$ cat src/rtl/gpio_pkg.sv
// Register address map shared by the GPIO output and input ports.
package gpio_pkg;

    localparam logic [3:0] GPIO_OUT_DATA   = 4'h0;

    localparam logic [3:0] GPIO_IN_DATA    = 4'h0;
    localparam logic [3:0] GPIO_IN_RISE_EN = 4'h1;
    localparam logic [3:0] GPIO_IN_FALL_EN = 4'h2;
    localparam logic [3:0] GPIO_IN_FLAGS   = 4'h3;
    localparam logic [3:0] GPIO_IN_IRQ_EN  = 4'h4;

endpackage

$ cat src/rtl/gpio_debounce.sv
// One pin: synchronizer chain, stable-cycle counter and filtered level F.
// 'changed' is high on the edge where F is about to take a new value.
module gpio_debounce #(
    parameter int SYNC_STAGES     = 2,
    parameter int DEBOUNCE_CYCLES = 0
) (
    input  logic clock,
    input  logic reset,
    input  logic pin,
    input  logic prime,
    output logic level,
    output logic changed
);

    localparam int D  = (DEBOUNCE_CYCLES > 1) ? DEBOUNCE_CYCLES : 1;
    localparam int CW = (D > 1) ? $clog2(D) : 1;

    logic [SYNC_STAGES-1:0] sync;
    logic [CW-1:0]          count;
    logic                   s;
    logic                   settle;

    assign s       = sync[SYNC_STAGES-1];
    assign settle  = (s != level) && (count == CW'(D - 1));
    assign changed = settle & ~prime;

    always_ff @(posedge clock) begin
        if (reset) begin
            sync  <= '0;
            count <= '0;
            level <= 1'b0;
        end else begin
            sync <= {sync[SYNC_STAGES-2:0], pin};
            if (prime) begin
                // Load the value S takes on this edge so F already equals S
                // when priming ends; a pin high through reset never looks like a rise.
                level <= sync[SYNC_STAGES-2];
                count <= '0;
            end else if (s == level) begin
                count <= '0;
            end else if (settle) begin
                level <= s;
                count <= '0;
            end else begin
                count <= count + CW'(1);
            end
        end
    end

endmodule

$ cat src/rtl/gpio_input.sv
// Input GPIO port: filtered pin levels, sticky edge flags with enables,
// and one level interrupt. Register reads are combinational.
module gpio_input
    import gpio_pkg::*;
#(
    parameter int WIDTH           = 8,
    parameter int SYNC_STAGES     = 2,
    parameter int DEBOUNCE_CYCLES = 0
) (
    input  logic             i_clock,
    input  logic             i_reset,
    input  logic [WIDTH-1:0] i_phyPINS,
    input  logic [3:0]       i_addr,
    input  logic             i_wrEnable,
    input  logic [WIDTH-1:0] i_wrData,
    output logic [WIDTH-1:0] o_rdData,
    output logic             o_irq
);

    localparam int PW = $clog2(SYNC_STAGES + 1);

    logic [PW-1:0]    prime_cnt;
    logic             prime;
    logic [WIDTH-1:0] level;
    logic [WIDTH-1:0] changed;
    logic [WIDTH-1:0] rise;
    logic [WIDTH-1:0] fall;
    logic [WIDTH-1:0] clear;
    logic [WIDTH-1:0] rise_en;
    logic [WIDTH-1:0] fall_en;
    logic [WIDTH-1:0] flags;
    logic [WIDTH-1:0] irq_en;

    assign prime = (prime_cnt != PW'(SYNC_STAGES));

    for (genvar i = 0; i < WIDTH; i++) begin : g_pin
        gpio_debounce #(
            .SYNC_STAGES    (SYNC_STAGES),
            .DEBOUNCE_CYCLES(DEBOUNCE_CYCLES)
        ) u_debounce (
            .clock  (i_clock),
            .reset  (i_reset),
            .pin    (i_phyPINS[i]),
            .prime  (prime),
            .level  (level[i]),
            .changed(changed[i])
        );
    end

    assign rise  = ~level & changed;
    assign fall  =  level & changed;
    assign clear = (i_wrEnable && i_addr == GPIO_IN_FLAGS) ? i_wrData : '0;
    assign o_irq = |(flags & irq_en);

    always_ff @(posedge i_clock) begin
        if (i_reset) begin
            prime_cnt <= '0;
            rise_en   <= '0;
            fall_en   <= '0;
            flags     <= '0;
            irq_en    <= '0;
        end else begin
            if (prime) prime_cnt <= prime_cnt + PW'(1);
            if (i_wrEnable) begin
                case (i_addr)
                    GPIO_IN_RISE_EN: rise_en <= i_wrData;
                    GPIO_IN_FALL_EN: fall_en <= i_wrData;
                    GPIO_IN_IRQ_EN:  irq_en  <= i_wrData;
                    default: ;
                endcase
            end
            // A new event on the same edge as a W1C keeps the flag set.
            flags <= (flags & ~clear) | (rise & rise_en) | (fall & fall_en);
        end
    end

    always_comb begin
        o_rdData = '0;
        case (i_addr)
            GPIO_IN_DATA:    o_rdData = level;
            GPIO_IN_RISE_EN: o_rdData = rise_en;
            GPIO_IN_FALL_EN: o_rdData = fall_en;
            GPIO_IN_FLAGS:   o_rdData = flags;
            GPIO_IN_IRQ_EN:  o_rdData = irq_en;
            default:         o_rdData = '0;
        endcase
    end

endmodule

$ cat config.mk
export PLATFORM = sky130hd
export DESIGN_NAME = gpio_input
export DESIGN_NICKNAME = d
export VERILOG_FILES = /design/src/rtl/gpio_pkg.sv /design/src/rtl/gpio_debounce.sv /design/src/rtl/gpio_input.sv
export SDC_FILE = /design/constraint.sdc
export NUM_CORES = 1
export LEC_CHECK = 0
export ABC_CLOCK_PERIOD_IN_PS = 4000
export CAP_MARGIN = 20
export CORE_UTILIZATION = 55
export DETAILED_ROUTE_END_ITERATION = 12
export GPL_ROUTABILITY_DRIVEN = 0
export GPL_TIMING_DRIVEN = 0
export PLACE_DENSITY_LB_ADDON = 0.25
export REMOVE_ABC_BUFFERS = 1
export SLEW_MARGIN = 20
export SYNTH_ARGS = -nofsm -noshare
export SYNTH_HDL_FRONTEND = slang
export SYNTH_HIERARCHICAL = 1
export SYNTH_SLANG_ARGS = --single-unit
$ cat constraint.sdc
create_clock -name i_clock -period 4 [get_ports i_clock]
set_input_delay 0.4 -clock i_clock [delete_from_list [all_inputs] [get_ports i_clock]]
set_output_delay 0.4 -clock i_clock [all_outputs]
set_load 0.005 [all_outputs]
After elaboration in Yosys (flattened, before gate mapping):

Cells that the tools add are included.

* reduce and logical (&&, ||, !) cells: 38
* multiply operators: 0
* magnitude comparators: 0
* shift operators: 0
* bitwise gates (word level): 27
* add/sub/neg operators: 9
* equality and inequality tests: 29
* mux-type cells: 26
* divide/modulo/power cells: 0

Operators by type and width (number)
* bitwise AND 8 bit: 6
* case mux 8 bit (5 select lines): 1
* OR reduction 4 bit: 8
* 2-to-1 mux 1 bit: 24
* AND reduction 2 bit: 11
* != test 2 x 1 -> 1 bit, second input constant: 8
* inverter 8 bit: 2
* bitwise OR 8 bit: 2
* nonzero test 2 bit: 8
* logical AND 1 bit: 9
* inverter 1 bit: 9
* adder 1 bit, second input constant: 8
* bitwise AND 1 bit: 8
* == test 1 bit: 8
* == test 4 x 2 -> 1 bit, second input constant: 2
* 2-to-1 mux 8 bit: 1
* != test 1 bit: 8
* OR reduction 8 bit: 1
* == test 4 x 1 -> 1 bit, second input constant: 1
* == test 4 x 3 -> 1 bit, second input constant: 1
* zero test 4 bit: 1
* adder 2 x 1 -> 2 bit, second input constant: 1
* != test 2 bit, second input constant: 1

* register bits: 66
* logic and storage cells: 158
* output and inout bits: 9
* memories kept: 0
* bits of input ports: 23
* bits in latches: 0
* ROM bits: 0
* bits in writable memories: 0

Depth between registers and ports, before layout:

Gate-level depths: netlist of run 1.

* word-level depth: 7
* gate-level depth with buffers: 6
* gate-level depth less buffers: 6

By module:

Netlist of run 1, hierarchy kept.

Modules (own cells, without submodules)
* gpio_input: area an instance 1836.8 um2, cells each 199, times used 1, seq. area each 680.7 um2
* gpio_debounce: area an instance 142.6 um2, cells each 13, times used 8, seq. area each 80.1 um2

Worst setup path before layout of run 1:

Ideal clock, no wire load.

* path kind: input to output
* start point: input i_addr[2]
* end point: output o_rdData[1]
* data arrival time: 1511 ps
* data required time: 3600 ps
* setup slack: 2089 ps
* path buffers: 1
* stages: 4
* path through: buf_2 nor4b_1 a2bb2oi_1 o21ai_0

* cells in the longest elaborated chain, start to end: 2
* elaborated cells between the ends (all ways): 6

Ends and longest elaborated chain
* from (decl): line gpio_input.sv:13 `input logic [3:0] i_addr,`
* == test 4 x 3 -> 1 bit (tied with other cells): line gpio_input.sv:79 `case (i_addr)`
* case mux 8 bit (5 select lines) (*): line gpio_input.sv:79
* to (decl): line gpio_input.sv:16 `output logic [WIDTH-1:0] o_rdData,`

Mark *: on every way between the ends. The rest lies on a longest branch, timed or not.

Worst setup path after layout of run 1:

* start point: input i_addr[0]
* end point: output o_rdData[7]

The elaborated chain is that of the path after synthesis.

==> results of run 1 <==
[Yosys cell counts (all sizes together)]
cell and number:
or2 1, nand4 1, a211oi 8, xor2 1, buf 4, a22oi 4
o21ai 9, conb 8, mux2 8, inv 10, or3b 2, nand3 9
nor3 9, and3b 1, nand2 14, o221ai 6, nor2b 25, nand2b 32
ha 1, a21oi 10, xnor2 8, dfxtp 66, and3 1, nand3b 1
nor2 4, nor4b 1, o311ai 1, mux2i 47, clkbuf 9, or3 1
a2bb2oi 1
[where the power goes]
group	total [mW]	internal (mW)	leakage [nW]	switching (mW)
sequential	0.742	0.702	0.541	0.0401
clock	0.521	0.259	0.0838	0.262
combinational	0.256	0.126	0.796	0.130
[layout make-up]
cell class | instances | area [um^2]
clock inverter | 5 | 38.79
timing repair buffer | 33 | 330.3
tap | 70 | 87.58
fill | 424 | 1640
clock buffer | 11 | 151.4
inverter | 10 | 37.54
multi-input combinational | 214 | 1565
sequential | 66 | 1321
[metrics by stage]
stage / cell area [um^2] / worst slack, ns / cells / power (mW) / hold slack [ns]
finish: 3532 / 0.4534 / 409 / 1.519 / 0.4520
global route: 3532 / 0.3373 / 409 / 1.592 / 0.4682
CTS: 3532 / 0.5086 / 409 / 1.532 / 0.4602
detailed placement: 3342 / 0.5204 / 393 / 1.014 / 0.4579
global placement: 3316 / -0.06820 / 391 / 1.001 / 0.4444
floorplan: 2918 / 2.188 / 290 / 0.9256 / 0.4388
[cell families (layout without fill, tap and decap cells)]
logic type      after synthesis  in the layout  share of synthesized area, %
compound gates               39             39                         9.916
xor+xnor                      9              9                         2.647
fa+ha+maj                     1              1                        0.4201
buf+inv                      23             59                         3.277
flops                        66             66                         44.37
mux                          55             55                         18.82
other cells                   8              8                         1.008
simple gates                102            102                         19.54
[metal layers]
layer,vias up,part of all wire (%),track usage [%]
met5,-,0,0
met4,0,1.6,9.259
met3,11,4.4,6.349
met2,38,48,40.28
met1,1027,46,28.15
li1,1100,-,-
[critical path: cells and delay by family]
kind                   cells  cell delay, ns
AND/OR/NAND/NOR            2            0.66
AO/OA/AOI/OAI              1            0.10
buffers and inverters      3            1.98
[path summary, 6_finish.rpt]
path,start,to,slack (ns),depth (start not counted)
worst max-delay path,i_addr[0],o_rdData[7],0.45,6
worst min-delay path,g_pin[7].u_debounce/sync[0],g_pin[7].u_debounce/sync[1],0.45,1
worst max register to register,prime_cnt[0],g_pin[3].u_debounce/level,2.39,5
worst min register to register,g_pin[7].u_debounce/sync[0],g_pin[7].u_debounce/sync[1],0.45,1
[sequential cells by signal, summed over array words and instances (netlist names)]
register	flops
flags	8
prime_cnt	2
rise_en	8
irq_en	8
g_pin.u_debounce/level	8
fall_en	8
g_pin.u_debounce/sync	16
g_pin.u_debounce/count	8
==> metrics, run 1 <==
Critical Path Max Stage Delay=~1.2 ns; LEAKAGE=1.421 nW; H-tree Lvls=3; Detail Route Antenna Nets=0; Mapped Area=slightly below 0.003 mm^2; warnings from Yosys=6; Final Critical Period=around 3.5 ns; CTS tree=built; DRT iter0 DRCs=~130; Core Area=approximately 0.0052 mm^2; average cell area after synthesis=a little under 10 um^2; clk root buf=clkbuf_8; final setup TNS=0 ns; # IOs=32; Cell Rows=26; dominant cells by area after synthesis=dfxtp_1 44%, mux2i_1 16%, nand2b_1 6.7%, nor2b_1 5.3%, a211oi_2 3.4%; CTS clock-pin slew for the worst setup and hold paths=0.08 ns; vias in the first global route=around 2100; sequential element share of the synthesized area=44.37%; area delta synth->final=18.61%; DRC violations left=0; critical path data arrival time=3.15 ns; Worst Path Max Fanout=23; commonest non-fill, non-tap cell in the layout=dfxtp_1; WS Path Type=input pin to primary output; MaxCap Viol Count=0; Clk Latency, worst-skew pair=~0.34 ns; area leader, netlist=dfxtp_1; post-layout util=approximately 70%; initial core utilization=57.57%; most frequent cells in the layout=66 x dfxtp_1, 47 x mux2i_1, 32 x nand2b_1; via count=2176; Die Y-Extent=about 76 um; final period utilization=between 80% and 90%; worst path cell trace=clkdlybuf4s50_1 -> nor4b_2 -> buf_2 -> nand2_1 -> o221ai_1 -> clkdlybuf4s50_1; CP endpoint kind=primary output; Clock Sinks=66; endpoints failing hold=0; Die W=~76 um; # hold bufs at CTS=0; crit-path most repeated cell=clkdlybuf4s50_1; # resized after CTS=0; GRT Util Overall=between 20% and 30%; top cell type's share of synthesized area=~44%; initial antenna violation count=0; crit path launch type=input pin; Avg Vias per Cell=around 5.3; IO buf count=31; slew margin rel.=between 30% and 40%; Initial DRT Pass Iterations=4; fraction of layout cells with a size suffix above 1=10.91%; routed wire length=5.863 mm; Fmax achieved=0.2820 GHz; Max clock buf depth=2; first-pass GRT wire length=slightly below 10 mm; Pwr per Cell Area=429.9 mW/mm^2; #FFs+latches synth=66; Final setup violation count=0; Num CTS Buffers=9; largest net degree at the start of global routing=41; Inserted Diodes=0; Least-Margin Pin Slew=around 1.0 ns; dpl hpwl=3.833 mm; max-slew violations=0; Post-CTS Setup Bufs=0; RSZ-0062 raised after global routing=false; total grt overflow=0; worst path required time=3.60 ns; fin nets=358; die area=0.005712 mm^2; VDD IR max=around 0.32 mV; worst min path class=flip-flop to flip-flop; status=finished, final reports clean; WL/cell=14.33 um; Crit-path slowest cell=clkdlybuf4s50_1; Layout Skew=around 0.010 ns; cell count after synthesis=~300; library cells used by synthesis=32
No activity file was read; power rests on OpenSTA's default activity.
==> inputs of run 2 (changes only) <==
--- a/config.mk
+++ b/config.mk
@@ -7,11 +7,11 @@
 export LEC_CHECK = 0
 export ABC_CLOCK_PERIOD_IN_PS = 4000
 export CAP_MARGIN = 20
-export CORE_UTILIZATION = 55
+export CORE_UTILIZATION = 35
 export DETAILED_ROUTE_END_ITERATION = 12
 export GPL_ROUTABILITY_DRIVEN = 0
 export GPL_TIMING_DRIVEN = 0
-export PLACE_DENSITY_LB_ADDON = 0.25
+export PLACE_DENSITY = 0.57
 export REMOVE_ABC_BUFFERS = 1
 export SLEW_MARGIN = 20
 export SYNTH_ARGS = -nofsm -noshare
==> run 2 against run 1 <==
Net effect:
- global-route usage decreased by 8.3 points
- final cell count rose by 8.3%
- via count down 1.7%
- combinational power about the same
- register-to-register slack about the same
- power is 3.3% higher
- critical endpoint is now o_rdData[0]
==> metrics, run 2 (synthesis gave the netlist of run 1 again) <==
worst path cell trace=clkdlybuf4s50_1 -> or3b_1 -> or2_2 -> o311ai_0 -> clkdlybuf4s50_1; fraction of layout cells with a size suffix above 1=between 10% and 20%; # IOs=32; Clk Latency, worst-skew pair=0.33 ns; Reg2Reg Depth=5; Cell Rows=33; initial antenna violation count=0; Top reg by flops=g_pin.u_debounce/sync; vias in the first global route=approximately 2100; Final setup violation count=0; CP endpoint kind=primary output; critical path's top delay family=buffers and inverters; largest net degree at the start of global routing=45; Worst Path Max Fanout=17; DRC violations left=0; final period utilization=between 80% and 90%; hold worst-path end=g_pin[5].u_debounce/sync[1]; Switch Pwr=a little over 400 uW; Critical R2R Capture=g_pin[5].u_debounce/level; Fmax achieved=0.2895 GHz; clk root buf=clkbuf_8; fin cells=~440; # resized after CTS=0; Worst R2R Start=prime_cnt[0]; LEAKAGE=1.443 nW; Switching Fraction=between 20 and 30%; area delta synth->final=20.55%; endpoints failing hold=0; crit-path most repeated cell=clkdlybuf4s50_1; cell internal pwr=between 1 and 1.5 mW; Die Y-Extent=approximately 94 um; VDD IR max=0.3209 mV; MaxCap Viol Count=0; crit path launch type=input pin; Avg Vias per Cell=just under 5; Critical Path Max Stage Delay=between 0.8 and 0.9 ns; worst path buffer plus inverter count=2; Num CTS Buffers=9; Core Area=just over 0.008 mm^2; sequential share of power=a little under half; Initial DRT Pass Iterations=4; routed wire length=roughly 6.0 mm; clock share of power=roughly 36%; Crit-path slowest cell=or3b_1; Layout Skew=roughly 0.0065 ns; WHS Path Cells=1; RSZ-0062 raised after global routing=false; dpl cells=roughly 430; number of fillers in the final layout=between 800 and 900; via count=2139; first-pass GRT wire length=~10 mm; status=finished, final reports clean; CTS tree=built; max-slew violations=0; Clock Sinks=66; CTS clock-pin slew for the worst setup and hold paths=0.07 ns; post-layout util=43.69%; Least-Margin Pin Slew=roughly 1.1 ns; IO buf count=31; Die W=about 94 um; reg-to-reg slack, setup=roughly 2.4 ns; Detail Route Antenna Nets=0; slew margin rel.=about 30%; Pwr per Cell Area=~440 mW/mm^2; dpl hpwl=a little under 4 mm; Final Critical Period=about 3.5 ns; combinational cell fraction of total power=between 15 and 20%; commonest non-fill, non-tap cell in the layout=dfxtp_1; worst min path class=flip-flop to flip-flop; GRT Util Overall=15.25%; die area=0.008881 mm^2; worst path required time=~3.6 ns; Hold Crit Start=g_pin[5].u_debounce/sync[0]; H-tree Lvls=3; Post-CTS Setup Bufs=0; initial core utilization=between 30% and 40%; max FFs per register=16; WS Path Type=input pin to primary output; fin nets=~360; Max clock buf depth=2; Inserted Diodes=0; WL/cell=~14 um; most frequent cells in the layout=66 x dfxtp_1, 47 x mux2i_1, 32 x nand2b_1; total grt overflow=0; # hold bufs at CTS=0; critical path data arrival time=roughly 3.1 ns; DRT iter0 DRCs=between 90 and 100
==> run 2: power by group through the flow <==
stage / registers (mW) / logic [mW] / clock network [mW]
after CTS: 0.742 / 0.260 / 0.595
final: 0.742 / 0.255 / 0.572
after global placement: 0.755 / 0.252 / 0
after floorplan: 0.747 / 0.179 / 0
after global routing: 0.748 / 0.289 / 0.624
after detailed placement: 0.757 / 0.260 / 0
==> run 2: per-stage QoR <==
stage | instance area (um^2) | total power, mW | hold slack (ns) | setup slack, ns | TNS, ns
CTS | 3590 | 1.596 | 0.4669 | 0.5356 | 0
global route | 3590 | 1.660 | 0.4834 | 0.4256 | 0
global placement | 3359 | 1.007 | 0.4494 | -0.2672 | -1.722
detailed placement | 3386 | 1.017 | 0.4541 | 0.5382 | 0
floorplan | 2918 | 0.9256 | 0.4388 | 2.188 | 0
finish | 3590 | 1.569 | 0.4632 | 0.5459 | 0
==> run 2: worst max path at each step <==
stage,startpoint,to,slack (ns),depth (start not counted)
2_1_floorplan,i_addr[3],fall_en[0],2.19,3
3_3_place_gp,i_addr[0],o_rdData[4],-0.27,5
3_5_place_dp,i_addr[2],o_rdData[0],0.54,5
4_1_cts,i_addr[2],o_rdData[0],0.54,5
5_1_grt,i_addr[2],o_rdData[0],0.43,5
6_report,i_addr[2],o_rdData[0],0.55,5
==> run 2: routing by layer <==
metal | GRT usage, % | vias up | share of wire, %
li1 | - | 1098 | -
met1 | 21.27 | 1001 | 51
met2 | 22.71 | 36 | 44
met3 | 4.531 | 4 | 4.1
met4 | 3.846 | 0 | 0.60
met5 | 0 | - | 0
==> run 2: worst reg2reg max path, cell delays in order (launching register included) <==
cell and delay, ns:
dfxtp_1 0.35, inv_1 0.05, ha_1 0.23, inv_1 0.54, nor2b_1 0.24, a211oi_2 0.06
==> run 2: cell type report <==
cell class	instances	area [um^2]	share of cell area, %
multi-input cells	214	1565	43.60
flip-flops and latches	66	1321	36.81
repair buffers	33	330.3	9.202
clock buffers	13	168.9	4.705
well taps	105	131.4	3.660
inverters	10	37.54	1.046
clock inverters	2	35.03	0.9760
==> inputs of run 3 (changes only) <==
--- a/config.mk
+++ b/config.mk
@@ -5,13 +5,12 @@
 export SDC_FILE = /design/constraint.sdc
 export NUM_CORES = 1
 export LEC_CHECK = 0
-export ABC_CLOCK_PERIOD_IN_PS = 4000
 export CAP_MARGIN = 20
 export CORE_UTILIZATION = 35
 export DETAILED_ROUTE_END_ITERATION = 12
 export GPL_ROUTABILITY_DRIVEN = 0
 export GPL_TIMING_DRIVEN = 0
-export PLACE_DENSITY = 0.57
+export PLACE_DENSITY = 0.54
 export REMOVE_ABC_BUFFERS = 1
 export SLEW_MARGIN = 20
 export SYNTH_ARGS = -nofsm -noshare
==> run 3 against run 2 <==
Net effect:
- critical path depth stayed put
- worst setup slack gained 0.039 ns
- utilization about the same
- clock skew grew 0.0022 ns
- maximum frequency increased by 1.1%
- design area hardly changed
- sequential power hardly changed
- final cell count grew 0.23%
- sequential share of layout area about the same
- combinational power hardly changed
- clock-buffer cell count shrank 1
- first-iteration DRC count down 51%
- largest cell class unchanged
- highest routed layer unchanged
==> metrics, run 3 (synthesis gave the netlist of run 1 again) <==
status=finished, final reports clean; Die W=about 94 um; Switching Fraction=a little over a quarter; Max clock buf depth=2; Least-Margin Pin Slew=~1.0 ns; initial antenna violation count=0; critical path data arrival time=3.01 ns; Post-CTS Setup Bufs=0; MaxCap Viol Count=0; via count=2143; # resized after CTS=0; Layout Skew=roughly 0.0087 ns; WL/cell=~14 um; Inserted Diodes=0; vias in the first global route=~2100; Die Y-Extent=~94 um; combinational cell fraction of total power=between 15 and 20%; post-layout util=a little over two fifths; endpoints failing hold=0; die area=just under 0.009 mm^2; RSZ-0062 raised after global routing=false; DRT iter0 DRCs=46; Switch Pwr=431.4 uW; total grt overflow=0; Avg Vias per Cell=slightly below 5; Worst Path Max Fanout=17; cell internal pwr=between 1 and 1.5 mW; GRT Util Overall=15.39%; clock share of power=between 30% and 40%; largest net degree at the start of global routing=45; fraction of layout cells with a size suffix above 1=10.62%; VDD IR max=about 0.35 mV; sequential share of power=a little under half; Num CTS Buffers=9; Final Critical Period=3.415 ns; Initial DRT Pass Iterations=4; worst path required time=3.60 ns; Clock Sinks=between 60 and 70; Crit-path slowest cell=or3b_1; final period utilization=85.37%; Final setup violation count=0; Detail Route Antenna Nets=0; commonest non-fill, non-tap cell in the layout=dfxtp_1; Cell Rows=33; # hold bufs at CTS=0; CTS tree=built; CP endpoint kind=primary output; fin nets=roughly 360; CTS clock-pin slew for the worst setup and hold paths=0.08 ns; worst path buffer plus inverter count=2; max-slew violations=0; worst min path class=flip-flop to flip-flop; initial core utilization=between 30% and 40%; most frequent cells in the layout=66 x dfxtp_1, 47 x mux2i_1, 32 x nand2b_1; Pwr per Cell Area=around 440 mW/mm^2; routed wire length=6.168 mm; LEAKAGE=about 1.4 nW; Core Area=roughly 0.008 mm^2; first-pass GRT wire length=roughly 10 mm; Critical Path Max Stage Delay=0.80 ns; WS Path Type=input pin to primary output; area delta synth->final=20.59%; slew margin rel.=30.54%; crit path launch type=input pin; # IOs=32; IO buf count=31; H-tree Lvls=3; Top reg by flops=g_pin.u_debounce/sync; critical path's top delay family=buffers and inverters; clk root buf=clkbuf_8; final setup TNS=0 ns; dpl hpwl=3.914 mm; max FFs per register=16; DRC violations left=0; Clk Latency, worst-skew pair=between 0.3 and 0.4 ns; crit-path most repeated cell=clkdlybuf4s50_1; worst path cell trace=clkdlybuf4s50_1 -> or3b_1 -> or2_2 -> o311ai_0 -> clkdlybuf4s50_1; Fmax achieved=a little under 0.3 GHz
==> run 3: changes by cell type in the layout (fill, tap and decap cells not counted) <==
| cell | before | now |
|---|---|---|
| clkinvlp_4 | 0 | 2 |
| clkbuf_8 | 12 | 11 |
==> run 3: final cells by class <==
cell class,instances,area (um^2)
Clock buffer,12,155.1
Clock inverter,4,50.05
Fill cell,822,4626
Inverter,10,37.54
Multi-Input combinational cell,214,1565
Sequential cell,66,1321
Tap cell,105,131.4
Timing Repair Buffer,33,330.3
==> run 3: final timing paths <==
check / start / to / slack, ns / depth (start not counted)
setup reg to reg: prime_cnt[0] / g_pin[1].u_debounce/level / 2.38 / 5
setup / recovery: i_addr[2] / o_rdData[0] / 0.59 / 5
hold / removal: g_pin[6].u_debounce/sync[0] / g_pin[6].u_debounce/sync[1] / 0.46 / 1
hold reg to reg: g_pin[6].u_debounce/sync[0] / g_pin[6].u_debounce/sync[1] / 0.46 / 1
==> run 3: power groups by stage <==
stage | clock network, mW | logic (mW) | registers [mW]
5_1_grt | 0.626 | 0.290 | 0.747
3_5_place_dp | 0 | 0.260 | 0.757
3_3_place_gp | 0 | 0.253 | 0.756
2_1_floorplan | 0 | 0.179 | 0.747
6_report | 0.583 | 0.256 | 0.741
4_1_cts | 0.601 | 0.261 | 0.741
==> run 3: metal layers <==
layer	vias up	global-route usage [%]	share of wire [%]
met5	-	0	0
met4	0	8.205	2.5
met3	13	3.236	3.7
met2	37	22.77	42
met1	994	20.74	51
li1	1099	-	-
==> run 3: per-stage QoR <==
step / power [mW] / cell area, um^2 / worst slack (ns) / hold slack [ns] / instances
after CTS: 1.603 / 3591 / 0.5562 / 0.4627 / 444
after detailed placement: 1.017 / 3386 / 0.5436 / 0.4484 / 428
after global placement: 1.008 / 3359 / -0.2490 / 0.4518 / 426
after global routing: 1.664 / 3591 / 0.4449 / 0.4762 / 444
after floorplan: 0.9256 / 2918 / 2.188 / 0.4388 / 290
final: 1.580 / 3591 / 0.5850 / 0.4571 / 444
